File: src/rtl/noc_packetizer_pkg.sv
// Shared definitions for the NoC injection path and the router head-flit decoder.
// Contents: flit type encoding, packetizer FSM states, width derivations and
// head-flit payload field offsets (LSB-first: dst_x, dst_y, src_x, src_y, len).
package noc_packetizer_pkg;

  typedef enum logic [1:0] {
    FLIT_BODY      = 2'd0,
    FLIT_HEAD      = 2'd1,
    FLIT_TAIL      = 2'd2,
    FLIT_HEAD_TAIL = 2'd3
  } flit_type_e;

  typedef enum logic [1:0] {
    ST_IDLE = 2'd0,
    ST_HEAD = 2'd1,
    ST_BODY = 2'd2
  } pkt_state_e;

  // A single VC still needs one bit in the flit so the field never vanishes.
  function automatic int calc_vc_w(input int vc_num);
    return (vc_num > 1) ? $clog2(vc_num) : 1;
  endfunction

  function automatic int calc_len_w(input int max_body);
    return $clog2(max_body + 1);
  endfunction

  function automatic int hdr_dst_x_lsb();
    return 0;
  endfunction

  function automatic int hdr_dst_y_lsb(input int xw);
    return xw;
  endfunction

  function automatic int hdr_src_x_lsb(input int xw, input int yw);
    return xw + yw;
  endfunction

  function automatic int hdr_src_y_lsb(input int xw, input int yw);
    return 2 * xw + yw;
  endfunction

  function automatic int hdr_len_lsb(input int xw, input int yw);
    return 2 * xw + 2 * yw;
  endfunction

endpackage

File: src/rtl/noc_out_reg.sv
// Single-entry valid/ready output register.
// Ports:
//   clk, srst     - clock, synchronous active-high reset
//   load_i        - capture data_i this cycle (caller only asserts when slot_free_o)
//   data_i        - word to capture
//   ready_i       - downstream accepts the held word
//   valid_o       - held word is valid
//   data_o        - held word, stable until consumed
//   slot_free_o   - register empty or being drained this cycle
module noc_out_reg #(
  parameter int WIDTH = 35
) (
  input  logic             clk,
  input  logic             srst,
  input  logic             load_i,
  input  logic [WIDTH-1:0] data_i,
  input  logic             ready_i,
  output logic             valid_o,
  output logic [WIDTH-1:0] data_o,
  output logic             slot_free_o
);

  logic             valid_q;
  logic [WIDTH-1:0] data_q;

  always_ff @(posedge clk) begin
    if (srst) begin
      valid_q <= 1'b0;
      data_q  <= '0;
    end else if (load_i) begin
      valid_q <= 1'b1;
      data_q  <= data_i;
    end else if (ready_i) begin
      valid_q <= 1'b0;
    end
  end

  // Draining and refilling in the same cycle gives one flit per clock.
  assign slot_free_o = !valid_q || ready_i;
  assign valid_o     = valid_q;
  assign data_o      = data_q;

endmodule

File: src/rtl/noc_packetizer.sv
// NoC injection stage: turns a (dst, len) descriptor plus a payload word stream
// into a wormhole packet (head flit, then len body/tail flits) on one VC.
// Ports:
//   noc_clk, noc_rst        - clock, synchronous active-high reset
//   id_x, id_y              - own coordinates (static), placed in the head as source
//   msg_valid/ready         - descriptor handshake; msg_dst_x/y, msg_len
//   data_valid/ready, data  - payload word handshake
//   out_valid/ready         - flit handshake toward router local port
//   out_flit                - {type[1:0], vc, payload}
//   out_vc_ready            - per-VC downstream buffer availability
module noc_packetizer
  import noc_packetizer_pkg::*;
#(
  parameter int NOC_ID_X_WIDTH = 2,
  parameter int NOC_ID_Y_WIDTH = 2,
  parameter int DATA_WIDTH     = 32,
  parameter int VC_NUM         = 2,
  parameter int MAX_BODY       = 8,
  localparam int VC_W          = calc_vc_w(VC_NUM),
  localparam int LEN_W         = calc_len_w(MAX_BODY),
  localparam int FLIT_W        = 2 + VC_W + DATA_WIDTH
) (
  input  logic                      noc_clk,
  input  logic                      noc_rst,
  input  logic [NOC_ID_X_WIDTH-1:0] id_x,
  input  logic [NOC_ID_Y_WIDTH-1:0] id_y,
  input  logic                      msg_valid,
  output logic                      msg_ready,
  input  logic [NOC_ID_X_WIDTH-1:0] msg_dst_x,
  input  logic [NOC_ID_Y_WIDTH-1:0] msg_dst_y,
  input  logic [LEN_W-1:0]          msg_len,
  input  logic                      data_valid,
  output logic                      data_ready,
  input  logic [DATA_WIDTH-1:0]     data,
  output logic                      out_valid,
  input  logic                      out_ready,
  output logic [FLIT_W-1:0]         out_flit,
  input  logic [VC_NUM-1:0]         out_vc_ready
);

  localparam int HDR_DST_X = hdr_dst_x_lsb();
  localparam int HDR_DST_Y = hdr_dst_y_lsb(NOC_ID_X_WIDTH);
  localparam int HDR_SRC_X = hdr_src_x_lsb(NOC_ID_X_WIDTH, NOC_ID_Y_WIDTH);
  localparam int HDR_SRC_Y = hdr_src_y_lsb(NOC_ID_X_WIDTH, NOC_ID_Y_WIDTH);
  localparam int HDR_LEN   = hdr_len_lsb(NOC_ID_X_WIDTH, NOC_ID_Y_WIDTH);

  localparam logic [LEN_W-1:0] MAX_LEN = LEN_W'(MAX_BODY);
  localparam logic [LEN_W-1:0] LEN_ONE = LEN_W'(1);

  pkt_state_e                state_q, state_d;
  logic [NOC_ID_X_WIDTH-1:0] dst_x_q, dst_x_d;
  logic [NOC_ID_Y_WIDTH-1:0] dst_y_q, dst_y_d;
  logic [LEN_W-1:0]          len_q, len_d;
  logic [LEN_W-1:0]          count_q, count_d;
  logic [VC_W-1:0]           vc_q, vc_d;

  logic                      slot_free;
  logic                      flit_load;
  logic [FLIT_W-1:0]         flit_d;
  logic [VC_W-1:0]           pick_vc;
  logic                      vc_any;
  logic                      head_go;
  logic                      msg_fire;
  logic                      data_fire;
  logic [DATA_WIDTH-1:0]     head_payload;
  flit_type_e                flit_type;

  // Lowest-index ready VC wins: scan high to low so the last hit is the lowest.
  always_comb begin
    pick_vc = '0;
    for (int i = VC_NUM - 1; i >= 0; i--) begin
      if (out_vc_ready[i]) pick_vc = VC_W'(i);
    end
  end

  assign vc_any    = |out_vc_ready;
  assign head_go   = (state_q == ST_HEAD) && slot_free && vc_any;
  assign msg_fire  = msg_valid && msg_ready;
  assign data_fire = data_valid && data_ready;

  always_comb begin
    head_payload = '0;
    head_payload[HDR_DST_X +: NOC_ID_X_WIDTH] = dst_x_q;
    head_payload[HDR_DST_Y +: NOC_ID_Y_WIDTH] = dst_y_q;
    head_payload[HDR_SRC_X +: NOC_ID_X_WIDTH] = id_x;
    head_payload[HDR_SRC_Y +: NOC_ID_Y_WIDTH] = id_y;
    head_payload[HDR_LEN   +: LEN_W]          = len_q;
  end

  // State register
  always_ff @(posedge noc_clk) begin
    if (noc_rst) begin
      state_q <= ST_IDLE;
      dst_x_q <= '0;
      dst_y_q <= '0;
      len_q   <= '0;
      count_q <= '0;
      vc_q    <= '0;
    end else begin
      state_q <= state_d;
      dst_x_q <= dst_x_d;
      dst_y_q <= dst_y_d;
      len_q   <= len_d;
      count_q <= count_d;
      vc_q    <= vc_d;
    end
  end

  // Next-state logic
  always_comb begin
    state_d = state_q;
    dst_x_d = dst_x_q;
    dst_y_d = dst_y_q;
    len_d   = len_q;
    count_d = count_q;
    vc_d    = vc_q;
    case (state_q)
      ST_IDLE: begin
        if (msg_fire) begin
          dst_x_d = msg_dst_x;
          dst_y_d = msg_dst_y;
          // Out-of-range lengths are clamped so the body counter stays bounded.
          len_d   = (msg_len > MAX_LEN) ? MAX_LEN : msg_len;
          state_d = ST_HEAD;
        end
      end
      ST_HEAD: begin
        if (head_go) begin
          vc_d = pick_vc;
          if (len_q == '0) begin
            state_d = ST_IDLE;
          end else begin
            count_d = len_q;
            state_d = ST_BODY;
          end
        end
      end
      ST_BODY: begin
        if (data_fire) begin
          count_d = count_q - LEN_ONE;
          if (count_q == LEN_ONE) state_d = ST_IDLE;
        end
      end
      default: state_d = ST_IDLE;
    endcase
  end

  // Output logic
  always_comb begin
    msg_ready  = (state_q == ST_IDLE) && !noc_rst;
    // Body words wait for the packet's own VC; other ready VCs do not help.
    data_ready = (state_q == ST_BODY) && slot_free && out_vc_ready[vc_q] && !noc_rst;
    flit_load  = 1'b0;
    flit_type  = FLIT_BODY;
    flit_d     = '0;
    if (head_go) begin
      flit_load = 1'b1;
      flit_type = (len_q == '0) ? FLIT_HEAD_TAIL : FLIT_HEAD;
      flit_d    = {flit_type, pick_vc, head_payload};
    end else if (data_fire) begin
      flit_load = 1'b1;
      flit_type = (count_q == LEN_ONE) ? FLIT_TAIL : FLIT_BODY;
      flit_d    = {flit_type, vc_q, data};
    end
  end

  noc_out_reg #(
    .WIDTH(FLIT_W)
  ) u_out_reg (
    .clk        (noc_clk),
    .srst       (noc_rst),
    .load_i     (flit_load),
    .data_i     (flit_d),
    .ready_i    (out_ready),
    .valid_o    (out_valid),
    .data_o     (out_flit),
    .slot_free_o(slot_free)
  );

endmodule

File: config.mk
export PLATFORM = sky130hd
export DESIGN_NAME = noc_packetizer
export DESIGN_NICKNAME = d
export VERILOG_FILES = /design/src/rtl/noc_packetizer_pkg.sv /design/src/rtl/noc_out_reg.sv /design/src/rtl/noc_packetizer.sv
export SDC_FILE = /design/constraint.sdc
export NUM_CORES = 1
export LEC_CHECK = 0
export BUFFER_PORTS_ARGS = -buffer_cell sky130_fd_sc_hd__buf_2
export CAP_MARGIN = 25
export CORE_UTILIZATION = 32
export DETAILED_ROUTE_END_ITERATION = 10
export PLACE_DENSITY_LB_ADDON = 0.15
export SLEW_MARGIN = 20
export SYNTH_ARGS = -nofsm -noshare
export SYNTH_HDL_FRONTEND = slang
export SYNTH_SLANG_ARGS = --single-unit
File: constraint.sdc
create_clock -name noc_clk -period 3.6 [get_ports noc_clk]
set_input_delay 0.72 -clock noc_clk [delete_from_list [all_inputs] [get_ports noc_clk]]
set_output_delay 0.72 -clock noc_clk [all_outputs]
set_load 0.02 [all_outputs]
==> results by stage <==
Place:
- The final HPWL from detailed placement is 3820 um.
- The cell count after placement is 409.
- After detailed placement, the total cell area comes to 2630 um2.
- The minimum setup slack after placement is 0.966 ns.
- In this run the tool buffered the top-level ports with 88 buffer cells.
- At the end of routability-driven placement, the weighted congestion stood at 0.705.

Final layout:
- The count of non-filler cells in the finished layout is 417.
- The number of antenna diodes in the final layout is 0.
- From synthesis to final layout, the design area changed by 27.7%.
- The net count of the finished layout is 392.
- The final non-filler cell area is 2710 um2.
- The core utilization of the finished layout is 42.5%.
- The post-route netlist has 30.3% of its cells at a drive strength greater than 1.

Timing:
- The final number of hold-violating endpoints is 0.
- Setup repair after global routing left no endpoint under its margin.
- The final-report max-slew violation count is 0.
- The total negative slack is 0 ns.
- The transition time of the tightest slew-check pin is 0.659 ns.
- The fmax is 402 MHz.
- The final worst slack is 1.11 ns.
- After layout, the minimum clock period comes to 2.49 ns.
- Setup violations remaining at the end of the flow were counted as 0.
- After layout, the worst path uses 69.1% of the clock period.
- The final worst clock skew is 0.00587 ns.
- The worst-case headroom to the max-slew limit is 56.0%.

Setup path:
- The signal on the critical path passes through buf_2, buf_4, nor3_1, buf_2.
- The category of the most critical setup path is in -> out.
- The sort of element at the start of the critical path is an input port.
- In this run the worst path has a maximum fanout of 36.
- The cell count of the worst reg-to-reg path is 4.
- The kind of capture point of the worst setup path is an output port.
- For this run, the slowest stage of the critical path takes 0.43 ns.
- The critical path's most frequent cell is buf_2.
- The data required time of the worst path is 2.88 ns.
- The cell with the biggest individual delay on the critical path is buf_4.
- Data on the critical path arrives at its endpoint at 1.77 ns.

Floorplan:
- In this run the count of I/O pins placed on the die edge is 89.
- The floorplan step defined a core boundary enclosing 6390 um2.
- In this run the vertical extent of the chip is 83.5 um.
- The placement row count is 29.
- The effective utilization at floorplan is 33.2%.
- The chip width is 83.5 um.
- The area enclosed by the die boundary is 6960 um2.

Clock tree:
- The number of buffers inserted during clock tree synthesis is 5.
- The buffer levels on the longest clock path is 2.
- The insertion delay of the later-clocked pin in the worst-skew pair is 0.30 ns.
- TritonCTS built the clock tree.
- After clock tree synthesis, the clock-pin slew on the worst setup and hold paths is 0.08 ns.
- The number of cells upsized or downsized after cts is 0.
- Post-CTS timing repair inserted 0 buffers for setup.
- The number of buffers inserted by hold repair at cts is 0.
- The H-tree generated during clock tree synthesis spans 2 levels.
- The cell chosen for the clock root is clkbuf_8.
- For this design, the sink count on the clock tree is 51.

Global route:
- The number of global-route vias before repair came to 1993.
- The total track usage is 16.8%.
- Entering global routing, the biggest net connects 38 pins.
- The sum of overflow across all layers after global routing is 0.
- The first global-routing pass estimated 9480 um of wire.
- The initial antenna violation count was 0.

Synth:
- Synthesis produced a netlist with a net count of 313.
- Synthesis instantiated 33 different standard cells from the library.
- The biggest area contributor in the post-synthesis netlist is dfxtp_1.
- The most frequently used flop master after synthesis is dfxtp_1.
- In this run, synthesis inferred 0 flip-flops with an integrated enable.
- The synthesized area per cell is 8.17 um2.
- Counting flops and latches in the post-synthesis netlist gives 51.
- The async set or reset register ratio after synthesis is 0%.
- By area the synthesized netlist is led by dfxtp_1 48%, a21oi_1 9.9%, nand3_1 8.5%.
- The mapped netlist covers 2120 um2.
- For this run, the number of Yosys warnings is 0.
- After technology mapping, the gate count stands at 260.
- By count the netlist is led by 51 x dfxtp_1, 42 x a21oi_1, 38 x nand2_1.
- After synthesis, the largest area contributor takes up 48.1% of total cell area.
- dfxtp_1 is the most common cell in the netlist.
- The fraction of the yosys area taken by sequential cells is 48.1%.

Routing:
- The count of nets left with antenna violations after detail routing is 0.
- In this run, the number of DRC markers left after iteration 0 of detailed routing was 84.
- The remaining design rule violation count is 0.
- The post-detailed-route wirelength per cell is 13.7 um.
- The pre-antenna-repair detailed-routing pass consisted of 4 iterations.
- The detailed-route via count is 2132.
- Summed over all layers, the routed wires come to 5720 um.
- Using the TritonRoute via totals, the vias-per-cell ratio works out to 5.11.

Min path:
- The class of the most critical hold timing path is reg -> reg.
- Along the worst hold path, the cell count comes to 2.

Power and ir drop:
- The clock network burns 30.6% of the power.
- For this design the ratio of total power to cell area is 383 nW/um2.
- The analysis attributes to net switching a power of 271 uW.
- The fraction of power consumed by combinational cells is 12.4%.
- The analysis attributes to cell leakage a power of 0.00111 uW.
- The maximum vdd drop is 195 uV.
- The proportion of total power due to net switching is 26.1%.
- Sequential cells account for 57.0% of the total power.
- The internal power of the cells is 767 uW.

Run:
- The tool flagged a number of max-cap violations equal to 0.

Status:
- The flow ran to the end, and the final reports show no timing, DRC or antenna violations.
worst max-delay path, delay by kind of cell:
kind	cells	cell delay [ns]
buf+inv	3	0.92
simple gates	1	0.12
path summary, 6_finish.rpt:
path                            slack, ns                   end                  from
worst min register to register       0.47  u_out_reg.data_o[32]  u_out_reg.data_o[32]
worst max register to register       1.23  u_out_reg.data_o[32]            state_q[1]
worst min-delay path                 0.47  u_out_reg.data_o[32]  u_out_reg.data_o[32]
worst max-delay path                 1.11             msg_ready               noc_rst
power groups by stage:
stage	Combinational, uW	Sequential (uW)	Clock (uW)
global placement	130	605	0
CTS	130	592	331
global route	142	594	354
finish	128	592	318
detailed placement	130	605	0
floorplan	63.4	613	0
cells in the final DEF, fill, tap and decap left out, types with 2 or more instances in the layout:
cell	n
buf_2	88
dfxtp_1	51
a21oi_1	42
nand2_1	38
nand3_1	36
a22oi_1	13
nor2_1	8
nand3b_1	8
nand2b_1	6
buf_4	6
clkbuf_8	5
inv_1	4
nor4_1	3
nor3_1	3
a31oi_1	3
or4_1	2
nor3b_1	2
o32ai_1	2
ha_1	2
clkbuf_1	2
through the flow:
stage                     total power, uW  hold WS, ns
after floorplan                       676        0.445
after global placement                735        0.452
after detailed placement              734        0.456
after CTS                            1050        0.469
after global routing                 1090        0.484
final                                1040        0.465
area by class of cell:
type                       count  area, um2
clock buffer                   7       76.3
clock inverter                 1       5.00
fill                         684       3670
inverter                       4       15.0
multi-input combinational    183       1010
sequential                    51       1020
tap                           77       96.3
timing repair buffer          94        485
registers in the layout (all words and copies together), names as in the netlist:
register,flops
count_q,4
len_q,4
dst_y_q,2
vc_q,1
u_out_reg.data_o,35
u_out_reg.valid_o,1
state_q,2
dst_x_q,2
per-layer routing:
metal	wire length [um]	GRT usage, %
met2	2620	27.5
met1	2670	21.5
met4	69	5.08
met3	351	4.55
met5	0	0
cells by family after synthesis:
kind of cell    synth area share, %
mux                           0.471
buf+inv                        4.89
compound gates                 18.9
fa+ha+maj                      1.18
flops                          48.1
simple gates                   26.5
No activity file was read; power rests on OpenSTA's default activity.
